<file path="src/rtl/uart_rx_oversample.sv">
// Oversampling 8N1 UART receiver: synchronised input, false-start rejection,
// 3-sample majority vote per bit and framing-error detection.
module uart_rx_oversample #(
  parameter int CLK_FREQ   = 100000000,
  parameter int BAUD       = 9600,
  parameter int OVERSAMPLE = 16
) (
  input  logic       CLK,
  input  logic       RST,
  input  logic       UART_RX,
  output logic [7:0] recv_data,
  output logic       vald_data,
  output logic       frame_err,
  output logic       busy
);

  localparam int DIV   = CLK_FREQ / (BAUD * OVERSAMPLE);
  localparam int DIV_W = (DIV > 1) ? $clog2(DIV) : 1;
  localparam int OS_W  = $clog2(OVERSAMPLE);
  localparam int M     = OVERSAMPLE / 2;

  localparam logic [DIV_W-1:0] DIV_LAST = DIV_W'(DIV - 1);
  localparam logic [OS_W-1:0]  OS_LAST  = OS_W'(OVERSAMPLE - 1);
  localparam logic [OS_W-1:0]  OS_S0    = OS_W'(M - 1);
  localparam logic [OS_W-1:0]  OS_S1    = OS_W'(M);
  localparam logic [OS_W-1:0]  OS_DEC   = OS_W'(M + 1);

  typedef enum logic [2:0] {
    S_HUNT,
    S_IDLE,
    S_START,
    S_DATA,
    S_STOP,
    S_BREAK
  } state_t;

  state_t           state_q;
  logic             sync_q;
  logic             rx_s_q;
  logic             rx_prev_q;
  logic [DIV_W-1:0] div_q;
  logic [OS_W-1:0]  os_cnt_q;
  logic [2:0]       bit_cnt_q;
  logic [1:0]       samp_q;
  logic [7:0]       shreg_q;
  logic [7:0]       recv_data_q;
  logic             vald_q;
  logic             ferr_q;
  logic             busy_q;

  logic start_edge;
  logic tick;
  logic decide;
  logic bit_end;
  logic maj;

  assign start_edge = (state_q == S_IDLE) && !rx_s_q && rx_prev_q;
  // The accepting cycle restarts bit timing, so it must never also count as a tick.
  assign tick       = (div_q == DIV_LAST) && !start_edge;
  assign decide     = tick && (os_cnt_q == OS_DEC);
  assign bit_end    = tick && (os_cnt_q == OS_LAST);
  assign maj        = (samp_q[0] & samp_q[1]) | (samp_q[0] & rx_s_q) | (samp_q[1] & rx_s_q);

  always_ff @(posedge CLK) begin
    if (RST) begin
      state_q     <= S_HUNT;
      sync_q      <= 1'b0;
      rx_s_q      <= 1'b0;
      rx_prev_q   <= 1'b0;
      div_q       <= '0;
      os_cnt_q    <= '0;
      bit_cnt_q   <= '0;
      samp_q      <= '0;
      shreg_q     <= '0;
      recv_data_q <= '0;
      vald_q      <= 1'b0;
      ferr_q      <= 1'b0;
      busy_q      <= 1'b1;
    end else begin
      sync_q    <= UART_RX;
      rx_s_q    <= sync_q;
      rx_prev_q <= rx_s_q;
      vald_q    <= 1'b0;
      ferr_q    <= 1'b0;

      if (start_edge) begin
        div_q    <= '0;
        os_cnt_q <= '0;
      end else begin
        div_q <= tick ? '0 : div_q + 1'b1;
        if (tick) os_cnt_q <= (os_cnt_q == OS_LAST) ? '0 : os_cnt_q + 1'b1;
      end

      if (tick && (os_cnt_q == OS_S0)) samp_q[0] <= rx_s_q;
      if (tick && (os_cnt_q == OS_S1)) samp_q[1] <= rx_s_q;

      case (state_q)
        S_HUNT: begin
          if (rx_s_q) begin
            state_q <= S_IDLE;
            busy_q  <= 1'b0;
          end
        end
        S_IDLE: begin
          if (start_edge) begin
            state_q <= S_START;
            busy_q  <= 1'b1;
          end
        end
        S_START: begin
          if (decide && maj) begin
            state_q <= S_IDLE;
            busy_q  <= 1'b0;
          end else if (bit_end) begin
            state_q   <= S_DATA;
            bit_cnt_q <= '0;
          end
        end
        S_DATA: begin
          if (decide) shreg_q <= {maj, shreg_q[7:1]};
          if (bit_end) begin
            bit_cnt_q <= bit_cnt_q + 1'b1;
            if (bit_cnt_q == 3'd7) state_q <= S_STOP;
          end
        end
        S_STOP: begin
          // Leave at the stop-bit centre so a following start edge is not missed.
          if (decide) begin
            if (maj) begin
              recv_data_q <= shreg_q;
              vald_q      <= 1'b1;
              state_q     <= S_IDLE;
              busy_q      <= 1'b0;
            end else begin
              ferr_q  <= 1'b1;
              state_q <= S_BREAK;
            end
          end
        end
        S_BREAK: begin
          if (rx_s_q) begin
            state_q <= S_IDLE;
            busy_q  <= 1'b0;
          end
        end
        default: begin
          state_q <= S_HUNT;
          busy_q  <= 1'b1;
        end
      endcase
    end
  end

  assign recv_data = recv_data_q;
  assign vald_data = vald_q;
  assign frame_err = ferr_q;
  assign busy      = busy_q;

endmodule

</file>
<file path="config.mk">
export PLATFORM = sky130hd
export DESIGN_NAME = uart_rx_oversample
export DESIGN_NICKNAME = d
export VERILOG_FILES = /design/src/rtl/uart_rx_oversample.sv
export SDC_FILE = /design/constraint.sdc
export NUM_CORES = 1
export LEC_CHECK = 0
export ABC_CLOCK_PERIOD_IN_PS = 2400
export BUFFER_PORTS_ARGS = -buffer_cell sky130_fd_sc_hd__buf_2
export CAP_MARGIN = 20
export CORE_MARGIN = 5
export CORE_UTILIZATION = 58
export DETAILED_ROUTE_END_ITERATION = 10
export PLACE_DENSITY = 0.77
export SYNTH_ARGS = -nofsm -noshare
export SYNTH_HDL_FRONTEND = slang
export SYNTH_SLANG_ARGS = --single-unit
</file>
<file path="constraint.sdc">
create_clock -name CLK -period 2.4 [get_ports CLK]
set_clock_uncertainty 0.15 [all_clocks]
set_input_delay 0.24 -clock CLK [delete_from_list [all_inputs] [get_ports CLK]]
set_output_delay 0.24 -clock CLK [all_outputs]
set_load 0.02 [all_outputs]
</file>
==> out/metrics.csv <==
stage,metric,value,unit
place,io_buffers,13,
clocking,clk_latency,370,ps
sta,worst_pin_slew,581,ps
layout,seqCellArea,881,µm²
worst_hold_path,hp-class,primary input to register,
layout,instances_no_fill,267,
synthesis,synth_warnings,0,
critical_path,cp.required,2550,ps
run_status,status,"complete, no violations",
place,numPlacedInstances,258,
critical_path,crit_buf_inv,1,
critical_path,cp_cell_sequence,ha_1 > nand4bb_1 > nor4_1 > buf_4 > a21oi_1 > nor3_1 > mux2i_1,
floorplanning,core_area,3310,µm²
detailed_routing,wl_per_cell,14.0,µm
critical_path,start_kind,register,
sta,slew_violations,0,
floorplanning,die_w,68.2,µm
place,dpl.hpwl,2650,µm
synthesis,seq_area_frac_synth,44.8,%
critical_path,crit_path_end_kind,register,
floorplanning,start_util,59.3,%
clocking,path_clk_slew,130,ps
detailed_routing,dr.pass1.iters,4,
detailed_routing,vias_per_cell,5.40,
grt,antenna_found_initial,0,
synthesis,async_reset_ff_share,0,%
clocking,cts_tree,built,
synthesis,ys_ff_latch,44,
floorplanning,rows,21,
grt,grt_max_degree,33,
sta,setup_viol,0,
layout,area_growth,10.8,%
critical_path,path_class,register to register,
clocking,clock_sinks,44,
sta,relSlewSlack,61.3,%
power_and_ir_drop,power.density,586,nW/µm²
clocking,post_cts_resized,0,
grt,grt_remaining_overflow,0,
detailed_routing,via_count,1441,
power_and_ir_drop,p_leak,0.000955,µW
layout,layout.nets,230,
critical_path,crit_arrival,2310,ps
grt,first_global_vias,1479,
floorplanning,io_pins,14,
critical_path,slowest_stage,dfxtp_1,
clocking,cts-root-buf,clkbuf_4,
detailed_routing,wl,3740,µm
synthesis,synth_area,1960,µm²
clocking,cts_made_buffers,5,
layout,final_util,65.7,%
clocking,cts_hold_buffers,1,
layout,antenna_cells,0,
sta,setup_tns,0,ps
clocking,clockBufferDepth,2,
layout,fill_cells,287,
clocking,cts_setup_buffers,0,
synthesis,synth_edf_count,0,
floorplanning,design.die.area,4650,µm²
grt,grt_usage,18.7,%
detailed_routing,postRouteAntennaNets,0,
layout,drive_gt1_share,14.5,%
synthesis,synthesis.nets,212,
critical_path,cp_top_family,simple AND/OR/NAND/NOR gates,
critical_path,cp_max_fo,7,
run,drv_cap,0,
synthesis,ys.flop_type,dfxtp_1,
synthesis,ys_types,42,
clocking,htree_num_levels,2,
layout,multi_input_area,1040,µm²
sta,fmax,0.462,GHz
synthesis,syn_avg_cell_area,9.72,µm²
critical_path,max_stage_delay,480,ps
sta,period_share,90.3,%
grt,grt_first_pass_wirelength,6440,µm
floorplanning,fp.dieH,68.2,µm
detailed_routing,drt_first_iter_violations,137,
place,gp_congestion,0.818,
synthesis,syn_inst,202,
sta,fin_crit,2170,ps
detailed_routing,post-route-drc-count,0,
sta,rsz0062_at_grt,false,
sta,finalHoldViolations,0,
power_and_ir_drop,peakVddDrop,0.000469,V
==> where the power goes <==
part	internal [µW]	switching [µW]
combinational	26.4	38.9
clock	218	235
sequential	742	13.5
total	987	288
==> cell usage in the layout (no fill, tap or decap), types with 4 or more instances in the layout <==
master | netlist | layout
dfxtp_1 | 44 | 44
nor2_1 | 39 | 39
mux2i_1 | 22 | 22
buf_2 | 1 | 13
nand3_1 | 11 | 11
xor2_1 | 7 | 7
ha_1 | 7 | 7
nor2b_1 | 6 | 6
nand2_1 | 6 | 6
inv_1 | 5 | 5
nor3_1 | 5 | 5
a21oi_1 | 5 | 5
clkbuf_4 | 0 | 5
buf_4 | 0 | 4
==> logic make-up after synthesis <==
logic type               count (synthesis)  synth area share (%)
XOR/XNOR                                10                  4.46
AND/OR/NAND/NOR                         89                  25.4
flip-flops                              44                  44.8
multiplexers                            22                  11.2
buffers and inverters                   12                  2.36
AO/OA/AOI/OAI                           17                  6.75
adder cells (fa/ha/maj)                  8                  4.97
==> worst reg2reg max path: stages (launching register included) <==
cell and delay, ps:
dfxtp_1 480, ha_1 250, nand4bb_1 160, nor4_1 230
buf_4 180, a21oi_1 130, nor3_1 310, mux2i_1 230
==> registers in the layout, indices dropped and copies added (netlist names), 2 cells and up <==
register and flops:
div_q 10, recv_data 8, shreg_q 8, os_cnt_q 4, bit_cnt_q 3, state_q 3
samp_q 2
==> path summary, 6_finish.rpt <==
check | startpoint | end | slack, ps | depth (start not counted)
worst max-delay path | os_cnt_q[0]$_SDFFE_PP0P_ | busy$_SDFFE_PP1P_ | 230 | 7
worst min-delay path | RST | bit_cnt_q[1]$_SDFFE_PP0P_ | 180 | 2
worst max register to register | os_cnt_q[0]$_SDFFE_PP0P_ | busy$_SDFFE_PP1P_ | 230 | 7
worst min register to register | sync_q$_SDFF_PP0_ | rx_s_q$_SDFF_PP0_ | 310 | 1
==> final cells by class <==
cell class | count | share of cell area, %
multi-input combinational | 146 | 47.7
sequential | 44 | 40.5
timing repair buffer | 18 | 4.83
tap | 46 | 2.65
clock buffer | 6 | 1.90
clock inverter | 2 | 1.61
inverter | 5 | 0.863
==> per-stage QoR <==
step | hold slack [ps] | total power, µW | setup slack (ps) | cell area [µm²]
floorplan | 218 | 820 | 443 | 1960
global placement | 282 | 832 | 327 | 2090
detailed placement | 286 | 835 | 254 | 2090
CTS | 166 | 1290 | 233 | 2180
global route | 188 | 1320 | 89.0 | 2180
finish | 181 | 1270 | 234 | 2180
==> synthesized netlist by cell type, types with 2 or more instances <==
cell / number / area (µm²)
nand4b_1: 2 / 17.5
a22oi_1: 2 / 15.0
nor4_1: 2 / 12.5
nand2_1: 6 / 22.5
o21ai_0: 2 / 10.0
xnor2_1: 3 / 26.3
mux2i_1: 22 / 220
nor2_1: 39 / 146
and3_1: 3 / 18.8
a21o_1: 2 / 15.0
nor3_1: 5 / 25.0
clkbuf_1: 6 / 22.5
nor2b_1: 6 / 37.5
ha_1: 7 / 87.6
nand3_1: 11 / 55.1
dfxtp_1: 44 / 881
a21oi_1: 5 / 25.0
inv_1: 5 / 18.8
xor2_1: 7 / 61.3
==> metal layers <==
| layer | share of wire (%) | global-route usage, % | wire, µm |
|---|---|---|---|
| met1 | 45 | 21.2 | 1680 |
| met2 | 50 | 32.5 | 1860 |
| met3 | 3.4 | 5.91 | 129 |
| met5 | 0 | 0 | 0 |
| met4 | 1.9 | 7.44 | 71 |
(Power assumes the default switching activity.)
